===== config.mk =====
export PLATFORM = sky130hd
export DESIGN_NAME = register_file_2w
export DESIGN_NICKNAME = d
export VERILOG_FILES = /design/src/rtl/register_file_2w.sv
export SDC_FILE = /design/constraint.sdc
export NUM_CORES = 2
export LEC_CHECK = 0
export CAP_MARGIN = 20
export CORE_MARGIN = 4
export CORE_UTILIZATION = 60
export CTS_CLUSTER_DIAMETER = 200
export CTS_CLUSTER_SIZE = 12
export DETAILED_ROUTE_END_ITERATION = 7
export PLACE_DENSITY_LB_ADDON = 0.2
export SETUP_SLACK_MARGIN = 0.3
export SYNTH_ARGS = -nofsm -noshare
export SYNTH_HDL_FRONTEND = slang
export SYNTH_SLANG_ARGS = --single-unit

===== constraint.sdc =====
create_clock -name clk -period 66.3 [get_ports clk]
set_input_delay 13.26 -clock clk [delete_from_list [all_inputs] [get_ports clk]]
set_output_delay 13.26 -clock clk [all_outputs]
set_load 0.005 [all_outputs]

===== src/rtl/register_file_2w.sv =====
// register_file_2w
//
// Register file with two combinational read ports and two synchronous write
// ports. When both write ports hit the same register on one edge, port 4 wins
// and WR_CONFLICT is raised for the following cycle.
//
// Parameters
//   WIDTH    : data width of every register and data port
//   ADDR_W   : address width, DEPTH = 2**ADDR_W registers
//   ZERO_REG : 1 -> register 0 reads as zero and ignores writes
//   BYPASS   : 1 -> reads see same-cycle write data (write-through)
//
// Ports
//   clk         : rising-edge clock for all register updates
//   reset       : asynchronous, active-high; clears all storage and the flag
//   A1, A2      : read addresses          -> RD1, RD2 (combinational)
//   A3, WD3, WE : write port 3 (address, data, enable)
//   A4, WD4, WE4: write port 4 (address, data, enable), wins on collision
//   WR_CONFLICT : registered, both write ports targeted one register last edge
module register_file_2w #(
    parameter int WIDTH    = 32,
    parameter int ADDR_W   = 5,
    parameter bit ZERO_REG = 1'b1,
    parameter bit BYPASS   = 1'b0
) (
    input  logic              clk,
    input  logic              reset,
    input  logic [ADDR_W-1:0] A1,
    input  logic [ADDR_W-1:0] A2,
    input  logic [ADDR_W-1:0] A3,
    input  logic [WIDTH-1:0]  WD3,
    input  logic              WE,
    input  logic [ADDR_W-1:0] A4,
    input  logic [WIDTH-1:0]  WD4,
    input  logic              WE4,
    output logic [WIDTH-1:0]  RD1,
    output logic [WIDTH-1:0]  RD2,
    output logic              WR_CONFLICT
);

    localparam int DEPTH = 2 ** ADDR_W;

    logic [WIDTH-1:0]  regs [DEPTH];

    logic              we3_ok;
    logic              we4_ok;
    logic [ADDR_W-1:0] ra [2];
    logic [WIDTH-1:0]  rd [2];

    // Enables are qualified with an explicit compare against 1 so an unknown
    // enable never opens a write. A write aimed at a hardwired zero register
    // is treated as no write at all, which also keeps it out of the conflict
    // flag and out of the bypass path.
    assign we3_ok = (WE  == 1'b1) && !(ZERO_REG && (A3 == '0));
    assign we4_ok = (WE4 == 1'b1) && !(ZERO_REG && (A4 == '0));

    always_ff @(posedge clk or posedge reset) begin
        if (reset) begin
            regs        <= '{default: '0};
            WR_CONFLICT <= 1'b0;
        end else begin
            if (we3_ok) regs[A3] <= WD3;
            // Port 4 is written last so it overrides port 3 on a collision.
            if (we4_ok) regs[A4] <= WD4;
            WR_CONFLICT <= we3_ok && we4_ok && (A3 == A4);
        end
    end

    assign ra[0] = A1;
    assign ra[1] = A2;

    // Priority from weakest to strongest: stored value, port 3 bypass,
    // port 4 bypass, zero register, reset.
    always_comb begin
        for (int p = 0; p < 2; p++) begin
            rd[p] = regs[ra[p]];
            if (BYPASS) begin
                if (we3_ok && (A3 == ra[p])) rd[p] = WD3;
                if (we4_ok && (A4 == ra[p])) rd[p] = WD4;
            end
            if (ZERO_REG && (ra[p] == '0)) rd[p] = '0;
            if (reset) rd[p] = '0;
        end
    end

    assign RD1 = rd[0];
    assign RD2 = rd[1];

endmodule


==> impl_metrics.json <==
{
  "status": "complete, no violations",
  "synth-edff-count": 0,
  "hold_viol": 0,
  "cpLargestDelayFamily": "buffers and inverters",
  "synth_flop_cell": "dfrtp_1",
  "fin_skew_ns": 0,
  "fill_cells": 7955,
  "path_class": "primary input to primary output",
  "grt_pass1_vias": 50799,
  "regArea_um2": 24850,
  "cp_data_required_time_ns": 53.04,
  "cts_resized": 0,
  "antenna_found_initial": 15,
  "cpMostUsedCell": "buf_4",
  "wl_per_cell_um": 33.18,
  "cp_num_buf_inv": 5,
  "cts_buffer_depth": 3,
  "synth_nets": 6305,
  "drv_cap": 0,
  "ys_async_sr_fraction": 1.000,
  "core-area_um2": 102200,
  "synthSimpleGateAreaFrac": 0.08420,
  "die_y_um": 329.6,
  "ir_drop_mv": 0.02031,
  "synth_cells": 6217,
  "holdBufCountCts": 0,
  "slew_viol_final": 0,
  "overflow": 0,
  "grt_start_max_net_pins": 182,
  "cp.arrival_ns": 18.03,
  "drt_wl_total_um": 242200,
  "vias": 53533,
  "maxSlewHeadroom": 0.1033,
  "start_util": 0.6073,
  "postCtsSetupBuffers": 0,
  "dieArea_um2": 108600,
  "cp_max_fo": 89,
  "synth_fa_ha_area_frac": 0,
  "worstRegToRegCells": 3,
  "cts.clk_slew.worst_paths_ns": 0.06,
  "min_from": "regs[801]$_DFF_PP0_",
  "gr-usage-all-layers": 0.4359,
  "rows": 117,
  "dp_hpwl_um": 129400,
  "period_needed_ns": 31.29,
  "tritoncts": "done",
  "dieWidth_um": 329.6,
  "synthTopCellsByArea": "dfrtp_1, mux2i_1, mux4_2, a21oi_1, nand2_1",
  "yosys.cell_types.count": 54,
  "worst_slew_pin_slew_ns": 1.345,
  "layout-drive-gt1-share": 0.1068,
  "muxShareOfSynthArea": 0.3250,
  "multi_input_area_um2": 34440,
  "critPathLaunchType": "primary input",
  "whs_endpoint": "regs[801]$_DFF_PP0_",
  "synth_xor_area_frac": 0.0004234,
  "setup_tns_ns": 0,
  "drtIter0Drc": 9174,
  "crit_path_cell_trace": "buf_8, buf_4, buf_4, buf_4, mux2i_1, a22oi_1, a22oi_1, nand4_1, clkdlybuf4s50_1",
  "rsz0062_at_grt": "no",
  "root_buffer": "clkbuf_16",
  "cts_num_sinks": 993,
  "p_per_area_nw_per_um2": 28.08,
  "clock.fmax_ghz": 0.03196,
  "syn_avg_cell_area_um2": 9.981,
  "fin_crit_sh": 0.4720,
  "drtPass1Iterations": 8,
  "numPortBuffers": 152,
  "cts_made_buffers": 92,
  "final_net_count": 6002,
  "setup_viol": 0,
  "io_pins": 153,
  "syn_area_um2": 62050,
  "clk_latency_ns": 0.71,
  "p_leak_nw": 29.87,
  "r2r_slack_ns": 65.31,
  "r2r_start": "regs[927]$_DFF_PP0_",
  "ys_ff_latch": 993,
  "r2r-end": "regs[927]$_DFF_PP0_",
  "yosysWarnings": 0,
  "critPathMaxStageDelay_ns": 0.88,
  "hp-class": "flip-flop to flip-flop",
  "vias_per_cell": 7.335,
  "synth-compound-area-share": 0.1376,
  "critPathCaptureType": "primary output",
  "ant_nets": 0,
  "synth_top_cell_by_area": "dfrtp_1",
  "grt_pass1_wl_um": 346700,
  "routabilityCongestion": 0.8984,
  "htree_levels": 3,
  "min_path_cells": 2,
  "post-route-drc-count": 0,
  "crit_slowest_cell": "buf_4",
  "yosysSeqAreaShare": 0.4005,
  "synth_top_family_by_area": "multiplexers",
  "yosys.area.top_type_share": 0.4005,
  "area_growth_pct": 8.308,
  "final_core_util": 0.6577
}
[Yosys cell counts, types with 9 or more instances]
cell          n
o2bb2ai_1    30
o22ai_1     186
mux2_2       36
and3_1       10
buf_2       178
nand4_1      36
mux4_2      224
a221oi_1     63
buf_4        65
a21oi_1     517
buf_1        26
o21ai_1     150
buf_6        11
nand3_1      42
a22oi_1     159
dfrtp_1     993
clkbuf_1    435
nor2_1      535
nor2b_1      16
nand2_1     580
o21ai_0     390
nor2_2        9
mux2i_1    1470
[tightest hold or removal path, delay by kind of cell, from the launching register on]
kind / cells / cell delay, ns
muxes: 1 / 0.08
DFF: 1 / 0.36
AOI/OAI and AO/OA: 1 / 0.11
[area by class of cell]
cell class | instances | area share
well taps | 1368 | 0.02547
clock inverters | 5 | 0.0009309
multi-input cells | 4504 | 0.5124
inverters | 5 | 0.0003910
diodes | 11 | 0.0004096
flip-flops and latches | 993 | 0.3697
repair buffers | 318 | 0.05565
clock buffers | 94 | 0.03500
[logic make-up after synthesis]
group	Yosys count
AND/OR/NAND/NOR	1267
AO/OA/AOI/OAI	1504
XOR/XNOR	3
multiplexers	1730
buffers and inverters	720
flip-flops	993
[per-layer routing]
layer  vias up  global-route usage  part of all wire
li1      21927                   -                 -
met1     25865              0.5779              0.36
met2      4622              0.6079              0.41
met3      1113              0.1675              0.16
met4         6              0.2558             0.070
met5         -             0.01420           0.00055
[stage by stage]
stage	power [mW]	instance area, um^2	setup WS (ns)	instances	hold WS [ns]
2_1_floorplan	1.227	62050	26.57	6217	0.5282
3_3_place_gp	1.347	63440	35.18	7134	0.5474
3_5_place_dp	1.377	63850	35.11	7150	0.5643
4_1_cts	1.858	66260	35.09	7249	0.5786
5_1_grt	1.965	67200	34.90	7295	0.6029
6_report	1.887	67210	35.01	7298	0.5820
[worst max-delay path by stage]
stage | to | startpoint | cells after the start
final | RD1[13] | A1[1] | 9
after detailed placement | RD1[16] | A1[1] | 9
after global routing | RD1[12] | A1[1] | 9
after floorplan | RD1[30] | reset | 6
after global placement | RD1[11] | A1[1] | 9
after CTS | RD1[16] | A1[1] | 9
[power breakdown]
group / leakage, nW / switching, mW / internal (mW)
Combinational: 16.6 / 0.240 / 0.252
Sequential: 12.1 / 0.136 / 0.768
Clock: 1.19 / 0.242 / 0.250
[flip-flops by register name (all words and copies together) (netlist names)]
signal and flops:
WR_CONFLICT 1, regs 992
[placed cells by master (no fill, tap or decap), types with 37 or more instances in the layout]
| master | n |
|---|---|
| o22ai_1 | 186 |
| nor2_1 | 525 |
| mux4_2 | 224 |
| nand3_1 | 37 |
| clkdlybuf4s50_1 | 147 |
| a21oi_1 | 517 |
| a221oi_1 | 63 |
| buf_4 | 110 |
| clkbuf_16 | 100 |
| o21ai_1 | 150 |
| o21ai_0 | 390 |
| dfrtp_1 | 993 |
| a22oi_1 | 159 |
| mux2i_1 | 1470 |
| nand2_1 | 550 |
Power figures use the tool's default switching activity.
==> edit, RTL diff (same settings) <==
Set the parameter `WIDTH` to 40 (it was 32).
--- a/src/rtl/register_file_2w.sv
+++ b/src/rtl/register_file_2w.sv
@@ -18,7 +18,7 @@
 //   A4, WD4, WE4: write port 4 (address, data, enable), wins on collision
 //   WR_CONFLICT : registered, both write ports targeted one register last edge
 module register_file_2w #(
-    parameter int WIDTH    = 32,
+    parameter int WIDTH    = 40,
     parameter int ADDR_W   = 5,
     parameter bit ZERO_REG = 1'b1,
     parameter bit BYPASS   = 1'b0
Ports: changed (resized RD1, RD2, WD3 and WD4); port bits go from 153 to 185. No check against the original RTL was run, so the function may have changed too.
==> edit against the unedited design <==
The run now ends with DRC left; first-iteration DRC count is 20% higher; sequential share of layout area is 0.22 points higher; combinational power rose by 25%; synthesized cell count rose by 27%; area after synthesis grew 25%; global-route usage is 0.93 points lower; wire length is 23% higher; worst hold slack got worse by 0.0069 ns; clock power rose by 23%; fmax is 0.98% higher; setup slack better by 0.30 ns; sequential cell count rose by 248; design area rose by 24%; power increased by 24%; critical endpoint is now RD1[35]; largest cell class unchanged; highest routed layer unchanged.
==> edit: results (changes against the unedited design) <==
* Synth Area in Adders at 0% (unchanged)
* Start point of the critical path: reset (was A1[1])
* DPL Wire Length at 166 mm (was 129 mm)
* CTS root buf: clkbuf_16 (unchanged)
* Register area share after synthesis at 39.9% (was 40.0%)
* Port Buffer Count at 184 (was 152)
* HP Start: regs[1038]$_DFF_PP0_ (was regs[801]$_DFF_PP0_)
* Wire per inst at 32.2 um (was 33.2 um)
* Share of cells above drive strength 1 at 9.10% (was 10.7%)
* Pleak at 36.2 nW (was 29.9 nW)
* Post-synth top cells: mux2i_1, dfrtp_1, nand2_1 (unchanged)
* First-pass GRT wire length at 433 mm (was 347 mm)
* DRC violation count after routing at 18 (was 0)
* Arr. time, crit path at 17.73 ns (was 18.03 ns)
* CTS Buf Count at 113 (was 92)
* RR Startpoint: regs[678]$_DFF_PP0_ (was regs[927]$_DFF_PP0_)
* Worst-case clock skew at 0 ns (unchanged)
* Distinct cell type count after synthesis at 55 (was 54)
* Final Power at 2.35 mW (was 1.89 mW)
* Failing checks: DRC
* Antenna violations before repair at 17 (was 15)
* DR iter-0 viols at 11000 (was 9174)
* Main flop type after synthesis: dfrtp_1 (unchanged)
* Comb power at 0.613 mW (was 0.492 mW)
* Sequential logic power at 1.13 mW (was 0.904 mW)
* Relative slew slack at 15.5% (was 10.3%)
* Sw frac at 32.8% (was 32.7%)
* Outcome: finished with violations (was finished clean)
* Nets at 7571 (was 6002)
* Gr usage total at 42.7% (was 43.6%)
* Worst-Skew Late Latency at 0.76 ns (was 0.71 ns)
* Top cells by area, synth: dfrtp_1, mux2i_1, mux4_2 (unchanged)
* Post-synthesis mux area share at 32.2% (was 32.5%)
* Fraction of the mapped netlist area in compound gates at 13.7% (was 13.8%)
* CP max FO at 118 (was 89)
* Max VDD drop at 0.0000224 V (was 0.0000203 V)
* Largest registers: regs: 1240 flops, WR_CONFLICT: 1 flops (was regs: 992 flops, WR_CONFLICT: 1 flops)
* Routability Congestion at 0.925 (was 0.898)
==> edit: final timing paths <==
check	endpoint	slack, ns
max	RD1[35]	35.31
min	regs[1038]$_DFF_PP0_	0.58
max reg2reg	regs[678]$_DFF_PP0_	65.45
min reg2reg	regs[1038]$_DFF_PP0_	0.58
max in group asynchronous	regs[462]$_DFF_PP0_	49.31
min in group asynchronous	regs[718]$_DFF_PP0_	13.60
==> edit: routing by layer <==
metal | vias to the layer above | global-route usage [%] | part of all wire (%)
met5 | - | 0.605 | 0.054
met2 | 5263 | 60.0 | 42
met4 | 8 | 25.7 | 6.9
li1 | 27600 | - | -
met1 | 32500 | 55.6 | 36
met3 | 1285 | 16.7 | 15
==> edit: logic make-up after synthesis <==
family | after synthesis
mux | 2200
compound gates | 1882
simple gates | 1620
flops | 1241
buf+inv | 929
xor+xnor | 4
==> edit: stage by stage <==
stage,setup WS [ns],hold WS [ns],cells,cell area [um^2]
6_report,35.31,0.575,9217,83500
4_1_cts,35.38,0.576,9170,82800
2_1_floorplan,10.46,0.527,7876,77700
3_5_place_dp,35.39,0.562,9050,79800
5_1_grt,35.23,0.592,9211,83500
3_3_place_gp,35.47,0.546,9026,79300
==> edit: final cells by class <==
class | count | area share [%]
multi-input combinational | 5706 | 51.4
timing repair buffer | 401 | 5.22
inverter | 4 | 0.0270
antenna | 16 | 0.0480
clock buffer | 117 | 3.51
tap | 1729 | 2.59
clock inverter | 3 | 0.0315
sequential | 1241 | 37.2
==> edit: worst max-delay path, cell delays in order <==
cell and delay (ns):
clkdlybuf4s50_1 0.82, inv_8 0.81, and4_2 0.98, buf_4 0.63
a22oi_1 0.18, nand4_1 0.40, clkdlybuf4s50_1 0.59
